File: src/rtl/seg_display_arbiter.sv
// Shares one 4-digit 7-segment display among N_REQ requesters: round-robin ownership,
// minimum hold time and a 9999 clamp. Define DISP_ARB_PRIORITY_EN to make requester 0 urgent.
module seg_display_arbiter #(
    parameter int N_REQ       = 3,
    parameter int DATA_W      = 14,
    parameter int HOLD_CYCLES = 50_000_000
) (
    input  logic                    clk,
    input  logic                    rst,
    input  logic [N_REQ-1:0]        req,
    input  logic [N_REQ*DATA_W-1:0] value,
    output logic [N_REQ-1:0]        grant,
    output logic [DATA_W-1:0]       displayed_number,
    output logic                    active,
    output logic                    overflow
);
    localparam int IDX_W = $clog2(N_REQ);
    localparam int HC_W  = $clog2(HOLD_CYCLES);
    localparam logic [HC_W-1:0]  HOLD_LOAD = HC_W'(HOLD_CYCLES - 1);
    localparam logic [IDX_W-1:0] PTR_RST   = IDX_W'(N_REQ - 1);
    localparam logic [N_REQ-1:0] ONE       = N_REQ'(1);

    typedef enum logic {IDLE, SHOW} state_t;

    state_t              state_q;
    logic [N_REQ-1:0]    grant_q;
    logic [DATA_W-1:0]   disp_q;
    logic                active_q;
    logic                ovf_q;
    logic [HC_W-1:0]     hold_q;
    logic [IDX_W-1:0]    rr_ptr_q;

    logic [IDX_W:0]      pick_all;
    logic [IDX_W:0]      pick_oth;
    logic [DATA_W-1:0]   owner_val;
    logic                owner_req;
    logic                urgent;
    logic                lock0;
    logic                take_en;
    logic [IDX_W-1:0]    take_idx;
    logic                go_idle;

    function automatic logic is_over(input logic [DATA_W-1:0] v);
        return 32'(v) > 32'd9999;
    endfunction

    function automatic logic [DATA_W-1:0] sat_9999(input logic [DATA_W-1:0] v);
        if (is_over(v)) return DATA_W'(9999);
        return v;
    endfunction

    // First set bit of mask strictly after ptr, wrapping; MSB of the result flags a hit.
    function automatic logic [IDX_W:0] rr_pick(input logic [N_REQ-1:0] mask,
                                               input logic [IDX_W-1:0] ptr);
        logic [IDX_W:0] res;
        int idx;
        res = '0;
        for (int k = N_REQ; k >= 1; k--) begin
            idx = (int'(ptr) + k) % N_REQ;
            for (int j = 0; j < N_REQ; j++) begin
                if (j == idx && mask[j]) res = {1'b1, IDX_W'(j)};
            end
        end
        return res;
    endfunction

`ifdef DISP_ARB_PRIORITY_EN
    assign urgent = req[0] && !grant_q[0];
    assign lock0  = req[0] && grant_q[0];
`else
    assign urgent = 1'b0;
    assign lock0  = 1'b0;
`endif

    always_comb begin
        pick_all  = rr_pick(req, rr_ptr_q);
        pick_oth  = rr_pick(req & ~grant_q, rr_ptr_q);
        owner_req = |(req & grant_q);
        owner_val = '0;
        for (int i = 0; i < N_REQ; i++) begin
            if (rr_ptr_q == IDX_W'(i)) owner_val = value[i*DATA_W +: DATA_W];
        end
    end

    // Ownership decision: urgent requester, fresh grant, release, or hold-expiry rotation.
    always_comb begin
        take_en  = 1'b0;
        take_idx = '0;
        go_idle  = 1'b0;
        if (urgent) begin
            take_en  = 1'b1;
            take_idx = '0;
        end else if (state_q == IDLE) begin
            take_en  = pick_all[IDX_W];
            take_idx = pick_all[IDX_W-1:0];
        end else if (!owner_req) begin
            take_en  = pick_all[IDX_W];
            take_idx = pick_all[IDX_W-1:0];
            go_idle  = !pick_all[IDX_W];
        end else if (hold_q == '0 && !lock0) begin
            take_en  = pick_oth[IDX_W];
            take_idx = pick_oth[IDX_W-1:0];
        end
    end

    always_ff @(posedge clk or posedge rst) begin
        if (rst) begin
            state_q  <= IDLE;
            grant_q  <= '0;
            disp_q   <= '0;
            active_q <= 1'b0;
            ovf_q    <= 1'b0;
            hold_q   <= '0;
            rr_ptr_q <= PTR_RST;
        end else begin
            if (state_q == SHOW) begin
                disp_q <= sat_9999(owner_val);
                ovf_q  <= is_over(owner_val);
            end
            if (take_en) begin
                grant_q  <= ONE << take_idx;
                rr_ptr_q <= take_idx;
                hold_q   <= HOLD_LOAD;
                active_q <= 1'b1;
                state_q  <= SHOW;
            end else if (go_idle) begin
                grant_q  <= '0;
                active_q <= 1'b0;
                disp_q   <= '0;
                ovf_q    <= 1'b0;
                state_q  <= IDLE;
            end else if (state_q == SHOW && hold_q != '0) begin
                hold_q <= hold_q - HC_W'(1);
            end
        end
    end

    assign grant            = grant_q;
    assign displayed_number = disp_q;
    assign active           = active_q;
    assign overflow         = ovf_q;

endmodule

File: config.mk
export PLATFORM = sky130hd
export DESIGN_NAME = seg_display_arbiter
export DESIGN_NICKNAME = d
export VERILOG_FILES = /design/src/rtl/seg_display_arbiter.sv
export SDC_FILE = /design/constraint.sdc
export NUM_CORES = 1
export LEC_CHECK = 0
export ABC_AREA = 1
export BUFFER_PORTS_ARGS = -buffer_cell sky130_fd_sc_hd__buf_2
export CAP_MARGIN = 15
export CORE_UTILIZATION = 35
export CTS_CLUSTER_SIZE = 30
export DETAILED_ROUTE_END_ITERATION = 8
export PLACE_DENSITY = 0.64
export RECOVER_POWER = 25
export SLEW_MARGIN = 15
export SYNTH_ARGS = -nofsm -noshare
export SYNTH_HDL_FRONTEND = slang
export SYNTH_SLANG_ARGS = --single-unit
File: constraint.sdc
create_clock -name clk -period 5.4 [get_ports clk]
set_input_delay 0.27 -clock clk [delete_from_list [all_inputs] [get_ports clk]]
set_output_delay 0.27 -clock clk [all_outputs]
set_load 0.005 [all_outputs]
==> impl_metrics.ini <==
[timing]
final_hold_viol_count = 0
unrepaired_setup_endpoints_after_global_routing = no
tightestPinTransition_ps = 1770
finalSetupViolCount = 0
skew_ps = 6.73
max_freq_ghz = 0.354
period_minus_slack_ps = 2830
totalNegativeSetupSlack_ps = 0
period_utilisation_layout_pct = 52.4
final_max_slew_viol_count = 32
max_slew_headroom_pct = -18.0

[clock_network]
worst_setup_hold_path_clk_slew_ps = 100
clk_root_buffer_cell = sky130_fd_sc_hd__clkbuf_8
clock_insertion_delay_worst_skew_ps = 310
cts_inserted_buffers = 5
cts.repair.resized = 0
post-cts-setup-buffer-count = 0
clock_tree.htree_level_count = 2
cts_tree = built
clock_sink_count = 47
cts.path.max_buffers = 2

[floorplan]
top_level_ports = 66
rows = 36
floorplan.core_area_sq_um = 9680
floorplan.die_area_sq_um = 10300
die_w_um = 102
die_y_um = 102
start_util_pct = 35.9

[cells_and_area]
final_layout_size_suffix_gt1_share_pct = 15.8
post-route-util_pct = 41.0
final.fill_count = 1058
areaGrowthSynthToFinish_pct = 14.0
final_cells = 716
area_occupied_by_multi_input_gates_sq_um = 1970
final-seq-area_sq_um = 1180
nNetsFinal = 635
inserted_diodes = 0

[placed_design]
hpwlAfterDp_um = 6640
place.detailed.instances = 706
place_congestion = 0.874
io_buffer_count = 65

[min_path]
min-delay-path-class = in -> reg

[power]
power_density_nw_per_um2 = 561
static-leakage-power_nw = 2.10
ir_drop_uv = 261

[synthesis]
synth.top_cell.area_share_pct = 33.1
ffs_w_async_s_r_synth_pct = 100
synth.ff_latch_count = 47
post_synth_instance_area_sq_um = 3480
cell_taking_the_most_area_after_synthesis = sky130_fd_sc_hd__dfrtp_1
synthFlopType = sky130_fd_sc_hd__dfrtp_1
ys_top_cells_by_count = sky130_fd_sc_hd__nand2_1 (160), sky130_fd_sc_hd__nor2_1 (78), sky130_fd_sc_hd__inv_1 (55), sky130_fd_sc_hd__nand3_1 (49), sky130_fd_sc_hd__dfrtp_1 (46)
count_of_flip_flops_with_a_built_in_enable_after_synthesis = 0
netlist_top_cells_area = sky130_fd_sc_hd__dfrtp_1 (33%), sky130_fd_sc_hd__nand2_1 (17%), sky130_fd_sc_hd__nor2_1 (8.4%)
synth_cell_types = 34
mappedNetlistNets = 578
yosysWarnings = 0
synth_most_common_cell = sky130_fd_sc_hd__nand2_1
synthesized_instance_count = 525
post_synth.cell_area_avg_sq_um = 6.63
synth.yosys.seq_area_share_pct = 33.8

[routing]
detail_route.first_pass.iterations = 4
post_route_ant_nets = 0
routedWlPerCell_um = 12.3
vias_per_cell = 4.87
vias = 3485
drc_errors = 0
drt_wl_total_um = 8840
drtIter0Drc = 138

[critical_path]
timing.setup.critical_path_class = reg -> reg
setup.worst_path.start_class = flip-flop
crit_required_ps = 5650
critical_path_arrival_ps = 3080
path_max_fanout = 26
critPathCaptureType = flip-flop

[global_routing]
number_of_global_route_vias_before_repair = 3456
grt_antenna_before_repair = 0
global_route_wire_length_before_repair_um = 15500
gr-usage-met2_pct = 33.0
grt.met3_usage_pct = 2.90
globalRouteOverflowTotal = 0
grt.total_usage_pct = 18.7
met1_usage_pct = 23.5
grt_start_max_net_pins = 48
grt_busiest_layer = met2

[outcome]
violated_checks = capacitance limit, slew limit
status = finished with violations

[job]
maxCapViolCount = 1
[worst max-delay path, cell delays in order (launching register included)]
cell	delay (ps)
sky130_fd_sc_hd__dfstp_2	560
sky130_fd_sc_hd__inv_1	80
sky130_fd_sc_hd__ha_1	430
sky130_fd_sc_hd__nand2_1	210
sky130_fd_sc_hd__nand2_1	70
sky130_fd_sc_hd__nor2_1	110
sky130_fd_sc_hd__nand4_1	130
sky130_fd_sc_hd__nand2_1	370
sky130_fd_sc_hd__nand3_4	280
sky130_fd_sc_hd__nand2_4	330
sky130_fd_sc_hd__nand2_1	100
sky130_fd_sc_hd__nand2_1	80
[cells by family after synthesis]
family,share of synthesized area (%)
AND/OR/NAND/NOR,39.7
buffers and inverters,9.53
AO/OA/AOI/OAI,9.74
flip-flops,33.8
XOR/XNOR,5.03
adder cells (fa/ha/maj),2.16
[flip-flops by register name (all words and copies together) (netlist names)]
name / count
rr_ptr_q: 2
hold_q: 26
grant: 3
displayed_number: 14
active: 1
overflow: 1
[per-layer routing]
layer,wire (um),up-vias
li1,-,1784
met1,4170,1592
met2,4100,97
met3,422,12
met4,153,0
met5,0,-
[power breakdown]
| part | total [mW] | switching [mW] | internal (mW) |
|---|---|---|---|
| Clock | 0.235 | 0.139 | 0.0956 |
| Sequential | 0.630 | 0.129 | 0.501 |
| Combinational | 1.36 | 0.882 | 0.479 |
| Total | 2.23 | 1.15 | 1.08 |
[final cells by class]
type                            instances  area share (%)
Clock inverter                          3           0.662
Clock buffer                            5            1.73
Multi-Input combinational cell        404            49.7
Sequential cell                        47            29.7
Tap cell                              133            4.19
Inverter                               56            5.30
Timing Repair Buffer                   68            8.74
[placed cells by master, fill, tap and decap left out, types with 2 or more instances in the layout]
| cell type | instances |
|---|---|
| sky130_fd_sc_hd__nand2_1 | 160 |
| sky130_fd_sc_hd__nor2_1 | 78 |
| sky130_fd_sc_hd__buf_2 | 65 |
| sky130_fd_sc_hd__inv_1 | 55 |
| sky130_fd_sc_hd__nand3_1 | 49 |
| sky130_fd_sc_hd__dfrtp_1 | 46 |
| sky130_fd_sc_hd__a21oi_1 | 27 |
| sky130_fd_sc_hd__o21ai_0 | 13 |
| sky130_fd_sc_hd__xor2_1 | 11 |
| sky130_fd_sc_hd__nand4_1 | 10 |
| sky130_fd_sc_hd__xnor2_1 | 9 |
| sky130_fd_sc_hd__ha_1 | 6 |
| sky130_fd_sc_hd__nor3_1 | 5 |
| sky130_fd_sc_hd__a22oi_1 | 5 |
| sky130_fd_sc_hd__clkbuf_8 | 5 |
| sky130_fd_sc_hd__nor2_2 | 4 |
| sky130_fd_sc_hd__o21ai_1 | 4 |
| sky130_fd_sc_hd__a211oi_1 | 4 |
| sky130_fd_sc_hd__nand3b_1 | 3 |
| sky130_fd_sc_hd__nor2_4 | 3 |
| sky130_fd_sc_hd__a31oi_1 | 3 |
| sky130_fd_sc_hd__nand2_2 | 2 |
| sky130_fd_sc_hd__nand3_4 | 2 |
| sky130_fd_sc_hd__inv_6 | 2 |
[through the flow]
stage                     power, mW  worst slack, ps  instance area (sq um)  hold slack (ps)
after CTS                      2.24             2600                   3950              240
final                          2.23             2570                   3970              267
after floorplan                1.71             3330                   3480              442
after detailed placement       1.99             2630                   3860              467
after global routing           2.49             2290                   3970              288
after global placement         1.97             2730                   3860              460
[path summary, 6_finish.rpt]
path / startpoint / end / slack (ps) / cells after the start
max: rr_ptr_q[1]$_DFFE_PP1P_ / hold_q[11]$_DFFE_PP0P_ / 2570 / 11
min: value[29] / displayed_number[1]$_DFF_PP0_ / 270 / 3
max reg2reg: rr_ptr_q[1]$_DFFE_PP1P_ / hold_q[11]$_DFFE_PP0P_ / 2570 / 11
min reg2reg: hold_q[1]$_DFFE_PP0P_ / hold_q[1]$_DFFE_PP0P_ / 490 / 2
max in group asynchronous: rst / hold_q[8]$_DFFE_PP0P_ / 2770 / 4
min in group asynchronous: rst / overflow$_DFF_PP0_ / 570 / 3
[what timing repair did]
item	CTS	global route
endpoints found under the hold margin	0	16
hold buffers	0	1
setup endpoints to repair	0	0
Note: power is estimated with default switching activity, not from simulation.
